$ cat src/rtl/timer_a_ctrl.sv
// timer_a_ctrl
// Timer_A core controller for one Timer_A instance. Owns TAxCTL, TAxR,
// TAxEX0 and TAxIV, builds the prescaled timer tick, runs the 16-bit
// counter (stop/up/continuous/up-down) and arbitrates the interrupt
// vector for the CCM array.
//
// Ports:
//   MCLK, reset          clock and asynchronous active-low reset
//   MAB, MDBwrite, MW,   memory bus address, write data, write strobe,
//   BW, MRD              byte-write qualifier, read strobe
//   *_en                 one-MCLK clock-source strobes (TACLK/ACLK/SMCLK/INCLK)
//   TAxCCR0, EQU0        CCR0 value and equality from CCM0
//   CCIFG, CCIE          per-channel flags and enables from the CCMs
//   TAxRcurrent          counter value shared with all CCMs
//   TimerClock           one-MCLK pulse in the cycle after each count step
//   CCIFGclr             one-MCLK flag-clear pulses back to the CCMs
//   IRQ0, IRQ1           CCR0 interrupt and combined TAxIV interrupt
//   MDBread              read data, zero when no register is being read
module timer_a_ctrl #(
    parameter logic [15:0] CTLx = 16'h0340,
    parameter logic [15:0] Rx   = 16'h0350,
    parameter logic [15:0] EXx  = 16'h0360,
    parameter logic [15:0] IVx  = 16'h036E,
    parameter int          NCCM = 3
) (
    input  logic            MCLK,
    input  logic            reset,
    input  logic [15:0]     MAB,
    input  logic [15:0]     MDBwrite,
    input  logic            MW,
    input  logic            BW,
    input  logic            MRD,
    input  logic            TACLK_en,
    input  logic            ACLK_en,
    input  logic            SMCLK_en,
    input  logic            INCLK_en,
    input  logic [15:0]     TAxCCR0,
    input  logic            EQU0,
    input  logic [NCCM-1:0] CCIFG,
    input  logic [NCCM-1:0] CCIE,
    output logic [15:0]     TAxRcurrent,
    output logic            TimerClock,
    output logic [NCCM-1:0] CCIFGclr,
    output logic            IRQ0,
    output logic            IRQ1,
    output logic [15:0]     MDBread
);

    typedef enum logic [1:0] {
        MC_STOP = 2'b00,
        MC_UP   = 2'b01,
        MC_CONT = 2'b10,
        MC_UPDN = 2'b11
    } mcMode_e;

    mcMode_e         mc_q, mc_d;
    logic [1:0]      tassel_q, tassel_d;
    logic [1:0]      id_q, id_d;
    logic            taie_q, taie_d;
    logic            taifg_q, taifg_d;
    logic [2:0]      taidex_q, taidex_d;
    logic [15:0]     cnt_q, cnt_d;
    logic            dir_q, dir_d;
    logic [2:0]      idCnt_q, idCnt_d;
    logic [2:0]      idexCnt_q, idexCnt_d;
    logic            timerClock_q, timerClock_d;
    logic [NCCM-1:0] ccifgClr_q, ccifgClr_d;

    logic selCtl, selR, selEx, selIv;
    logic wrCtl, wrR, wrEx, wrIv, rdIv, taclr;
    logic strobe, tick, advance, hwSet;
    logic [2:0] idTerm;
    logic [3:0] ivCode;

    // EQU0 is redundant with the internal TAxCCR0 compare
    logic unusedEqu0;
    assign unusedEqu0 = EQU0;

    assign selCtl = (MAB[15:1] == CTLx[15:1]);
    assign selR   = (MAB[15:1] == Rx[15:1]);
    assign selEx  = (MAB[15:1] == EXx[15:1]);
    assign selIv  = (MAB[15:1] == IVx[15:1]);
    assign wrCtl  = MW & selCtl;
    assign wrR    = MW & selR;
    assign wrEx   = MW & selEx;
    assign wrIv   = MW & selIv;
    assign rdIv   = MRD & selIv;
    assign taclr  = wrCtl & MDBwrite[2];

    // Lowest enabled channel n>=1 wins, TAIFG only when no channel pends
    always_comb begin
        ivCode = 4'h0;
        if (taifg_q && taie_q) ivCode = 4'hE;
        for (int n = NCCM - 1; n >= 1; n--) begin
            if (CCIFG[n] && CCIE[n]) ivCode = 4'(2 * n);
        end
    end

    // Control/extension register updates; a byte write leaves TASSEL alone
    always_comb begin
        tassel_d = tassel_q;
        id_d     = id_q;
        mc_d     = mc_q;
        taie_d   = taie_q;
        taidex_d = taidex_q;
        if (wrCtl) begin
            if (!BW) tassel_d = MDBwrite[9:8];
            id_d   = MDBwrite[7:6];
            mc_d   = mcMode_e'(MDBwrite[5:4]);
            taie_d = MDBwrite[1];
        end
        if (wrEx) taidex_d = MDBwrite[2:0];
    end

    // Two-stage prescaler; >= compare lets a divider shrunk mid-count
    // terminate on the next strobe instead of wrapping through 7
    always_comb begin
        unique case (tassel_q)
            2'b00:   strobe = TACLK_en;
            2'b01:   strobe = ACLK_en;
            2'b10:   strobe = SMCLK_en;
            default: strobe = INCLK_en;
        endcase
        unique case (id_q)
            2'b00:   idTerm = 3'd0;
            2'b01:   idTerm = 3'd1;
            2'b10:   idTerm = 3'd3;
            default: idTerm = 3'd7;
        endcase
        idCnt_d   = idCnt_q;
        idexCnt_d = idexCnt_q;
        tick      = 1'b0;
        if (strobe) begin
            if (idCnt_q >= idTerm) begin
                idCnt_d = 3'd0;
                if (idexCnt_q >= taidex_q) begin
                    idexCnt_d = 3'd0;
                    tick      = 1'b1;
                end else begin
                    idexCnt_d = idexCnt_q + 3'd1;
                end
            end else begin
                idCnt_d = idCnt_q + 3'd1;
            end
        end
        if (taclr) begin
            idCnt_d   = 3'd0;
            idexCnt_d = 3'd0;
        end
    end

    // Counter next state; dir_q=1 means counting down. Software loads of
    // TAxR or TACLR take the place of any tick in the same cycle.
    always_comb begin
        advance = tick && (mc_q != MC_STOP) && !taclr && !wrR;
        cnt_d   = cnt_q;
        dir_d   = dir_q;
        hwSet   = 1'b0;
        if (advance) begin
            unique case (mc_q)
                MC_UP: begin
                    if (TAxCCR0 == 16'd0) begin
                        cnt_d = 16'd0;
                    end else if (cnt_q == TAxCCR0) begin
                        cnt_d = 16'd0;
                        hwSet = 1'b1;
                    end else if (cnt_q > TAxCCR0) begin
                        cnt_d = 16'd0;
                    end else begin
                        cnt_d = cnt_q + 16'd1;
                    end
                end
                MC_CONT: begin
                    cnt_d = cnt_q + 16'd1;
                    hwSet = (cnt_q == 16'hFFFF);
                end
                MC_UPDN: begin
                    if (!dir_q && (cnt_q < TAxCCR0)) begin
                        cnt_d = cnt_q + 16'd1;
                    end else if (cnt_q == 16'd0) begin
                        dir_d = 1'b0;
                        cnt_d = (TAxCCR0 != 16'd0) ? 16'd1 : 16'd0;
                    end else begin
                        cnt_d = cnt_q - 16'd1;
                        dir_d = (cnt_q != 16'd1);
                        hwSet = (cnt_q == 16'd1);
                    end
                end
                default: cnt_d = cnt_q;
            endcase
        end
        if (taclr) begin
            cnt_d = 16'd0;
            dir_d = 1'b0;
        end else if (wrR) begin
            cnt_d = BW ? {cnt_q[15:8], MDBwrite[7:0]} : MDBwrite;
        end
        timerClock_d = advance;
    end

    // Flag handling: later assignments win, giving hardware set the last word
    always_comb begin
        taifg_d    = taifg_q;
        ccifgClr_d = '0;
        if (rdIv && (ivCode == 4'hE)) taifg_d = 1'b0;
        for (int n = 1; n < NCCM; n++) begin
            if (rdIv && (ivCode == 4'(2 * n))) ccifgClr_d[n] = 1'b1;
        end
        if (wrCtl) taifg_d = MDBwrite[0];
        if (wrIv) begin
            taifg_d              = 1'b0;
            ccifgClr_d[NCCM-1:1] = '1;
        end
        if (hwSet) taifg_d = 1'b1;
    end

    always_comb begin
        MDBread = 16'h0000;
        if (MRD) begin
            if (selCtl)     MDBread = {6'b0, tassel_q, id_q, mc_q, 2'b00, taie_q, taifg_q};
            else if (selR)  MDBread = cnt_q;
            else if (selEx) MDBread = {13'b0, taidex_q};
            else if (selIv) MDBread = {12'b0, ivCode};
        end
    end

    always_ff @(posedge MCLK or negedge reset) begin
        if (!reset) begin
            mc_q         <= MC_STOP;
            tassel_q     <= 2'b00;
            id_q         <= 2'b00;
            taie_q       <= 1'b0;
            taifg_q      <= 1'b0;
            taidex_q     <= 3'd0;
            cnt_q        <= 16'd0;
            dir_q        <= 1'b0;
            idCnt_q      <= 3'd0;
            idexCnt_q    <= 3'd0;
            timerClock_q <= 1'b0;
            ccifgClr_q   <= '0;
        end else begin
            mc_q         <= mc_d;
            tassel_q     <= tassel_d;
            id_q         <= id_d;
            taie_q       <= taie_d;
            taifg_q      <= taifg_d;
            taidex_q     <= taidex_d;
            cnt_q        <= cnt_d;
            dir_q        <= dir_d;
            idCnt_q      <= idCnt_d;
            idexCnt_q    <= idexCnt_d;
            timerClock_q <= timerClock_d;
            ccifgClr_q   <= ccifgClr_d;
        end
    end

    assign TAxRcurrent = cnt_q;
    assign TimerClock  = timerClock_q;
    assign CCIFGclr    = ccifgClr_q;
    assign IRQ0        = CCIFG[0] & CCIE[0];
    assign IRQ1        = (|(CCIFG[NCCM-1:1] & CCIE[NCCM-1:1])) | (taifg_q & taie_q);

endmodule

$ cat config.mk
export PLATFORM = sky130hd
export DESIGN_NAME = timer_a_ctrl
export DESIGN_NICKNAME = d
export VERILOG_FILES = /design/src/rtl/timer_a_ctrl.sv
export SDC_FILE = /design/constraint.sdc
export NUM_CORES = 1
export LEC_CHECK = 0
export CAP_MARGIN = 0
export CELL_PAD_IN_SITES_DETAIL_PLACEMENT = 0
export CELL_PAD_IN_SITES_GLOBAL_PLACEMENT = 1
export CORE_MARGIN = 2
export CORE_UTILIZATION = 32
export CTS_CLUSTER_SIZE = 25
export DETAILED_ROUTE_END_ITERATION = 8
export GPL_TIMING_DRIVEN = 0
export PLACE_DENSITY = 0.79
export RECOVER_POWER = 100
export SLEW_MARGIN = 10
export SYNTH_ARGS = -nofsm -noshare
export SYNTH_HDL_FRONTEND = slang
export SYNTH_SLANG_ARGS = --single-unit
$ cat constraint.sdc
create_clock -name MCLK -period 2.6 [get_ports MCLK]
set_input_delay 0.39 -clock MCLK [delete_from_list [all_inputs] [get_ports MCLK]]
set_output_delay 0.39 -clock MCLK [all_outputs]
set_load 0.02 [all_outputs]
==> impl_metrics.csv, run 1 <==
group,metric,value,unit
status,status,"finished with violations",
status,violations,"negative setup slack",
routing,drtIter0Drc,281,
synthesis,syn_nets,544,
setup_path,crit_top_cell,"buf_6",
sta,setup_violations,17,
setup_path,endpoint_kind,"output pin",
routing,routed_wl,14200,um
setup_path,path_cells,"clkbuf_2 -> or4bb_4 -> nor4_4 -> nor3b_4 -> buf_6 -> buf_6 -> and2_4 -> and3_4 -> buf_6",
routing,drt_first_pass_iters,5,
setup_path,crit_path_top_delay_cell,"or4bb_4",
finish,multi_input_area,0.00307,mm2
run,maxCapViolations,0,
floorplanning,die_h,111,um
routing,vias,4247,
clocking,cts-root-buf,"clkbuf_16",
clocking,htreeDepth,2,
clocking,clkSinkCount,37,
floorplanning,initial_core_util,32.5,%
synthesis,synth_area,0.00366,mm2
sta,rsz0062_at_grt,"true",
sta,worst_slack,-0.120,ns
worst_hold_path,min_path_type,"in2async",
pwr,irDropWorstVdd,0.000305,V
pwr,power_leakage,2.67,nW
floorplanning,coreArea,0.0113,mm2
sta,holdWs,0.135,ns
finish,finalInstanceArea,0.00614,mm2
finish,nets,704,
setup_path,crit_start,"MAB[10]",
finish,drive_above_1_share,36.5,%
routing,drc,0,
setup_path,r2r_setup_slack,-0.10,ns
routing,ant_nets,0,
setup_path,rr_worst_depth,8,
setup_path,r2r-start,"TAxRcurrent[15]$_DFFE_PN0P_",
setup_path,critPathMaxFanout,6,
floorplanning,die_area,0.0123,mm2
setup_path,critPathLaunchType,"primary input",
finish,regArea,937,um2
sta,worst_pin_slew,1.44,ns
global_routing,grt_pass1_vias,4140,
sta,max_freq,368,MHz
global_routing,overflow,0,
synthesis,synth_ff_type,"dfrtp_1",
sta,finClkSkew,0.00634,ns
placement,portBuffers,98,
setup_path,path_buf_inv,4,
setup_path,crit_type,"in2out",
setup_path,worst_r2r_endpoint,"TAxRcurrent[3]$_DFFE_PN0P_",
floorplanning,fp-row-count,39,
sta,post-route-period-util,105,%
global_routing,grt_max_degree,26,
synthesis,synth_cells,452,
setup_path,crit_path_end,"MDBread[13]",
setup_path,crit_required,2.21,ns
floorplanning,chipWidth,111,um
pwr,power_per_cell_area,527,mW/mm2
finish,antenna_cells,0,
sta,min_period,2.72,ns
placement,hpwl,9920,um
clocking,clk_latency,0.29,ns
floorplanning,pin_count,102,
sta,finalHoldViolations,0,
global_routing,grt_usage,21.7,%
placement,postPlaceCellArea,0.00491,mm2
setup_path,cp_num_cells,9,
synthesis,ys_ff_latch,37,
global_routing,antenna_found_initial,0,
synthesis,synth_enable_flop_cells,0,
finish,syn2layout_area_growth,67.8,%
synthesis,synth-seq-area-share,25.3,%
synthesis,yosys_warnings,0,
global_routing,grt_pass1_wl,21500,um
clocking,cts.hold.buffers_added,0,
synthesis,synth.distinct_cells,68,
clocking,numCtsBuffers,5,
clocking,cts_tree,"yes",
setup_path,arrival,2.33,ns
sta,max_slew_margin,4.07,%
setup_path,crit_family,"simple AND/OR/NAND/NOR gates",
finish,fillers,1009,
clocking,clk_pin_slew,0.06,ns
synthesis,synthArstFlopShare,100,%
setup_path,cpPeakStageDelay,0.57,ns
routing,vias_per_cell,5.62,
synthesis,syn_avg_cell_area,8.09,um2
placement,gp_congestion,0.911,
sta,drv_slew,0,
clocking,clockBufferDepth,2,
routing,post_drt_wl_per_cell,18.8,um
## final cells by class
cell class	instances	area share (%)
multi-input cells	361	50.0
repair buffers	157	24.2
flip-flops and latches	37	15.3
plain buffers	21	3.53
well taps	143	2.91
clock buffers	6	2.10
inverters	29	1.77
clock inverters	2	0.163
## layout by cell type, fill, tap and decap left out, types with 9 or more instances in the layout
master / count
a21oi_1: 21
nor2_4: 9
clkdlybuf4s50_1: 45
buf_6: 32
dfrtp_2: 9
a22oi_1: 10
mux2i_1: 17
inv_1: 25
ha_1: 21
nand2_1: 35
and3_1: 14
nand3_1: 9
nor2_1: 27
dfrtp_1: 28
dlygate4sd2_1: 9
buf_4: 45
o21ai_1: 11
mux2_2: 10
o21ai_0: 11
dlygate4sd3_1: 18
## repair_timing
action / 4_1_cts / 5_1_grt
resized for setup: 210 / 91
buffers inserted: 44 / 13
cloned: 0 / 1
hold endpoints to repair: 0 / 0
setup endpoints to repair: 47 / 42
pin swaps: 34 / 37
## state kept, by name (all words and copies together) (netlist names)
signal and cells:
taie_q 1, TimerClock 1, tassel_q 2, idCnt_q 3
idexCnt_q 3, id_q 2, TAxRcurrent 16, taifg_q 1
taidex_q 3, mc_q 2, dir_q 1, CCIFGclr 2
## cells by family (layout without fill, tap and decap cells)
kind of cell / Yosys count / in the layout / synth area share, %
and+or+nand+nor: 187 / 187 / 28.0
AOI/OAI and AO/OA: 110 / 110 / 20.6
buffers and inverters: 54 / 215 / 6.16
DFF: 37 / 37 / 25.3
muxes: 32 / 32 / 9.58
adders and majority gates: 28 / 28 / 9.58
xor gates and xnor gates: 3 / 3 / 0.718
other: 1 / 1 / 0.103
## how the worst min path moves through the flow
stage	startpoint	endpoint	slack, ns	depth (start not counted)
5_1_grt	reset	dir_q$_DFFE_PN0P_	0.20	1
4_1_cts	reset	dir_q$_DFFE_PN0P_	0.01	1
6_report	reset	dir_q$_DFFE_PN0P_	0.13	1
3_5_place_dp	reset	dir_q$_DFFE_PN0P_	0.32	1
2_1_floorplan	reset	CCIFGclr[1]$_DFF_PN0_	0.09	0
3_3_place_gp	taie_q$_DFFE_PN0P_	taie_q$_DFFE_PN0P_	0.53	1
## metrics by stage
step | worst slack (ns) | setup TNS (ns) | instances | utilization (%) | power, mW
floorplan | -0.179 | -0.402 | 452 | - | 1.66
global placement | -1.20 | -41.85 | 693 | 43.5 | 2.12
detailed placement | -1.16 | -42.60 | 694 | 43.6 | 2.15
CTS | -0.188 | -1.06 | 744 | 51.1 | 3.03
global route | -0.211 | -3.18 | 756 | 54.5 | 3.41
finish | -0.120 | -1.30 | 756 | 54.5 | 3.23
## metal layers
layer  vias to the layer above  track usage [%]  routed length [um]
met2                       151             37.0                6990
li1                       2006                -                   -
met4                         0             6.33                 481
met1                      2056             28.7                5990
met5                         -                0                   0
met3                        34             3.01                 763
## synth_stat cells (all sizes together), types with 6 or more instances
cell type   n  area (um2)
mux2i      17         170
nor3       14        70.1
a22oi      12        95.1
o21ai      28         140
nor2       40         150
nand3      12        60.1
nand2      36         135
buf         6        45.0
and3       17         106
ha         28         350
inv        29         109
dfrtp      37         926
a21oi      28         140
and2        8        50.1
nor4        9        56.3
clkbuf     19        71.3
or4         7        60.1
mux2       14         158
## where the power goes
group          switching [mW]  leakage, nW  internal [mW]
sequential             0.0835        0.484          0.636
clock                   0.255       0.0706          0.353
combinational            1.04         2.11          0.868
total                    1.38         2.67           1.86
Note: power is estimated with default switching activity, not from simulation.
==> inputs of run 2 (changes only) <==
--- a/config.mk
+++ b/config.mk
@@ -5,7 +5,6 @@
 export SDC_FILE = /design/constraint.sdc
 export NUM_CORES = 1
 export LEC_CHECK = 0
-export CAP_MARGIN = 0
 export CELL_PAD_IN_SITES_DETAIL_PLACEMENT = 0
 export CELL_PAD_IN_SITES_GLOBAL_PLACEMENT = 1
 export CORE_MARGIN = 2
==> constraint.sdc (replaced) <==
create_clock -name MCLK -period 2.4 [get_ports MCLK]
set_input_delay 0.36 -clock MCLK [delete_from_list [all_inputs] [get_ports MCLK]]
set_output_delay 0.36 -clock MCLK [all_outputs]
set_load 0.02 [all_outputs]
==> run 2 against run 1 <==
  * The flow still finishes with violations (negative setup slack)
  * Critical path depth decreased by 1
  * Sequential share of layout area decreased by 0.073 points
  * Via count increased by 0.16%
  * Global-route usage increased by 0.69 points
  * Wire length increased by 0.37%
  * Hold slack improved by 0.073 ns
==> impl_metrics.csv, run 2 (synthesis results as in run 1) <==
group,metric,value,unit
setup_path,crit_top_cell,"or4_4",
routing,met1Wirelength,6130,um
placement,postPlaceCellArea,0.00506,mm2
sta,post-route-period-util,114,%
setup_path,endpoint_kind,"flip-flop",
pwr,pwr-share-seq,20.4,%
setup_path,worst_r2r_endpoint,"TAxRcurrent[3]$_DFFE_PN0P_",
floorplanning,coreArea,0.0113,mm2
clocking,clk_latency,0.28,ns
global_routing,grt_pass1_wl,22400,um
pwr,p_switching,1.52,mW
clocking,numCtsBuffers,5,
clocking,clk_pin_slew,0.06,ns
routing,vias_per_cell,5.52,
clocking,clkSinkCount,37,
floorplanning,pin_count,102,
routing,wl_met3,779,um
finish,nets,720,
pwr,sw_frac_of_total,40.9,%
finish,fin_util,54.8,%
pwr,comb_power_share,61.8,%
global_routing,grt_usage,22.4,%
routing,vias,4254,
setup_path,crit_required,2.56,ns
floorplanning,chipWidth,111,um
clocking,htreeDepth,2,
floorplanning,fp-row-count,39,
routing,ant_nets,0,
pwr,irDropWorstVdd,0.000343,V
finish,finalNonFillerCells,771,
pwr,power_leakage,2.74,nW
worst_hold_path,min_path_type,"in2async",
floorplanning,die_area,0.0123,mm2
finish,largest_reg_flops,16,
routing,top_layer_used,"met4",
setup_path,crit_type,"reg2reg",
setup_path,r2r-start,"TAxRcurrent[15]$_DFFE_PN0P_",
sta,max_freq,367,MHz
finish,finalInstanceArea,0.00618,mm2
placement,portBuffers,98,
sta,drv_slew,0,
global_routing,grt_pass1_vias,4264,
pwr,power_per_cell_area,600,mW/mm2
setup_path,rr_worst_depth,8,
routing,post_drt_wl_per_cell,18.5,um
routing,drt_first_pass_iters,4,
global_routing,grt_max_degree,23,
pwr,clkPwrFrac,17.8,%
setup_path,crit_start,"TAxRcurrent[15]$_DFFE_PN0P_",
setup_path,r2r_setup_slack,-0.33,ns
setup_path,cpPeakStageDelay,0.56,ns
routing,dr_wl_met2,7090,um
sta,min_period,2.73,ns
setup_path,crit_family,"simple AND/OR/NAND/NOR gates",
routing,routed_wl,14300,um
sta,worst_pin_slew,1.48,ns
setup_path,critPathLaunchType,"flip-flop",
sta,max_slew_margin,1.62,%
floorplanning,die_h,111,um
placement,dp_cells,694,
sta,worst_slack,-0.328,ns
sta,tns,-6.83,ns
pwr,internal-power,2.19,mW
finish,syn2layout_area_growth,68.8,%
run,maxCapViolations,0,
setup_path,path_buf_inv,1,
clocking,cts-root-buf,"clkbuf_16",
finish,final_common_cell,"buf_4",
setup_path,critPathMaxFanout,5,
sta,setup_violations,36,
placement,hpwl,9830,um
finish,antenna_cells,0,
placement,gp_congestion,0.899,
routing,drc,0,
setup_path,arrival,2.89,ns
setup_path,crit_path_top_delay_cell,"or4_4",
sta,finClkSkew,0.00933,ns
sta,finalHoldViolations,0,
floorplanning,initial_core_util,32.5,%
sta,rsz0062_at_grt,"true",
routing,drtIter0Drc,208,
global_routing,overflow,0,
finish,drive_above_1_share,36.5,%
clocking,cts_tree,"yes",
status,status,"finished with violations",
clocking,cts.hold.buffers_added,0,
clocking,clockBufferDepth,2,
setup_path,path_cells,"buf_6 -> or4_4 -> or4_4 -> or2_4 -> a2111oi_4 -> a22oi_2 -> a211oi_2 -> o21ai_1",
global_routing,antenna_found_initial,0,
finish,final_cell_mix,"54 x buf_4, 41 x clkdlybuf4s50_1, 35 x buf_6",
status,violations,"negative setup slack",
==> run 2: changes by cell type in the layout (fill, tap and decap cells not counted), moves of 4 or more <==
cell             change
buf_4                +9
nor3_2               -4
clkdlybuf4s50_1      -4
buf_8                -5
o21ai_2              -4
==> run 2: what timing repair did <==
item                       in CTS  in global routing
pin swaps                      41                 29
setup endpoints to repair      47                 42
buffers inserted               50                 21
cloned                          0                  1
gates resized for setup       204                 57
==> run 2: layout make-up <==
type                    instances  area (um2)
repair buffers                171        1570
plain buffers                  23         264
clock buffers                   7         143
multi-input cells             361        2980
flip-flops and latches         37         938
well taps                     143         179
fillers                      1015        5100
inverters                      29         109
==> run 2: stage by stage <==
stage | total power, mW | setup WS [ns] | hold slack, ns
global placement | 2.36 | -1.18 | 0.529
detailed placement | 2.39 | -1.21 | 0.320
floorplan | 1.84 | -0.372 | 0.0644
global route | 3.91 | -0.361 | 0.264
CTS | 3.51 | -0.387 | 0.0220
finish | 3.71 | -0.328 | 0.208
==> run 2: worst register-to-register path: stages, from the launching register on <==
cell and delay (ns):
dfrtp_1 0.41, buf_6 0.14, or4_4 0.52, or4_4 0.56
or2_4 0.29, a2111oi_4 0.30, a22oi_2 0.09, a211oi_2 0.19
o21ai_1 0.09
==> run 2: per-layer routing <==
| metal | GRT usage (%) | vias to the layer above |
|---|---|---|
| met2 | 38.8 | 119 |
| met3 | 3.06 | 18 |
| met4 | 6.75 | 0 |
| met1 | 29.1 | 2080 |
| met5 | 0 | - |
| li1 | - | 2037 |
==> run 2: worst max path at each step <==
stage,end,slack (ns),depth (start not counted)
after floorplan,TAxRcurrent[3]$_DFFE_PN0P_,-0.37,9
after global placement,MDBread[12],-1.18,7
after detailed placement,MDBread[12],-1.21,7
after CTS,TAxRcurrent[3]$_DFFE_PN0P_,-0.39,9
after global routing,TAxRcurrent[3]$_DFFE_PN0P_,-0.36,8
final,TAxRcurrent[3]$_DFFE_PN0P_,-0.33,8
==> run 2: power by group through the flow <==
stage | sequential, mW | clock, mW | combinational, mW
after floorplan | 0.825 | 0 | 1.01
after global placement | 0.826 | 0 | 1.53
after detailed placement | 0.821 | 0 | 1.57
after CTS | 0.756 | 0.673 | 2.08
after global routing | 0.763 | 0.698 | 2.45
final | 0.758 | 0.660 | 2.29
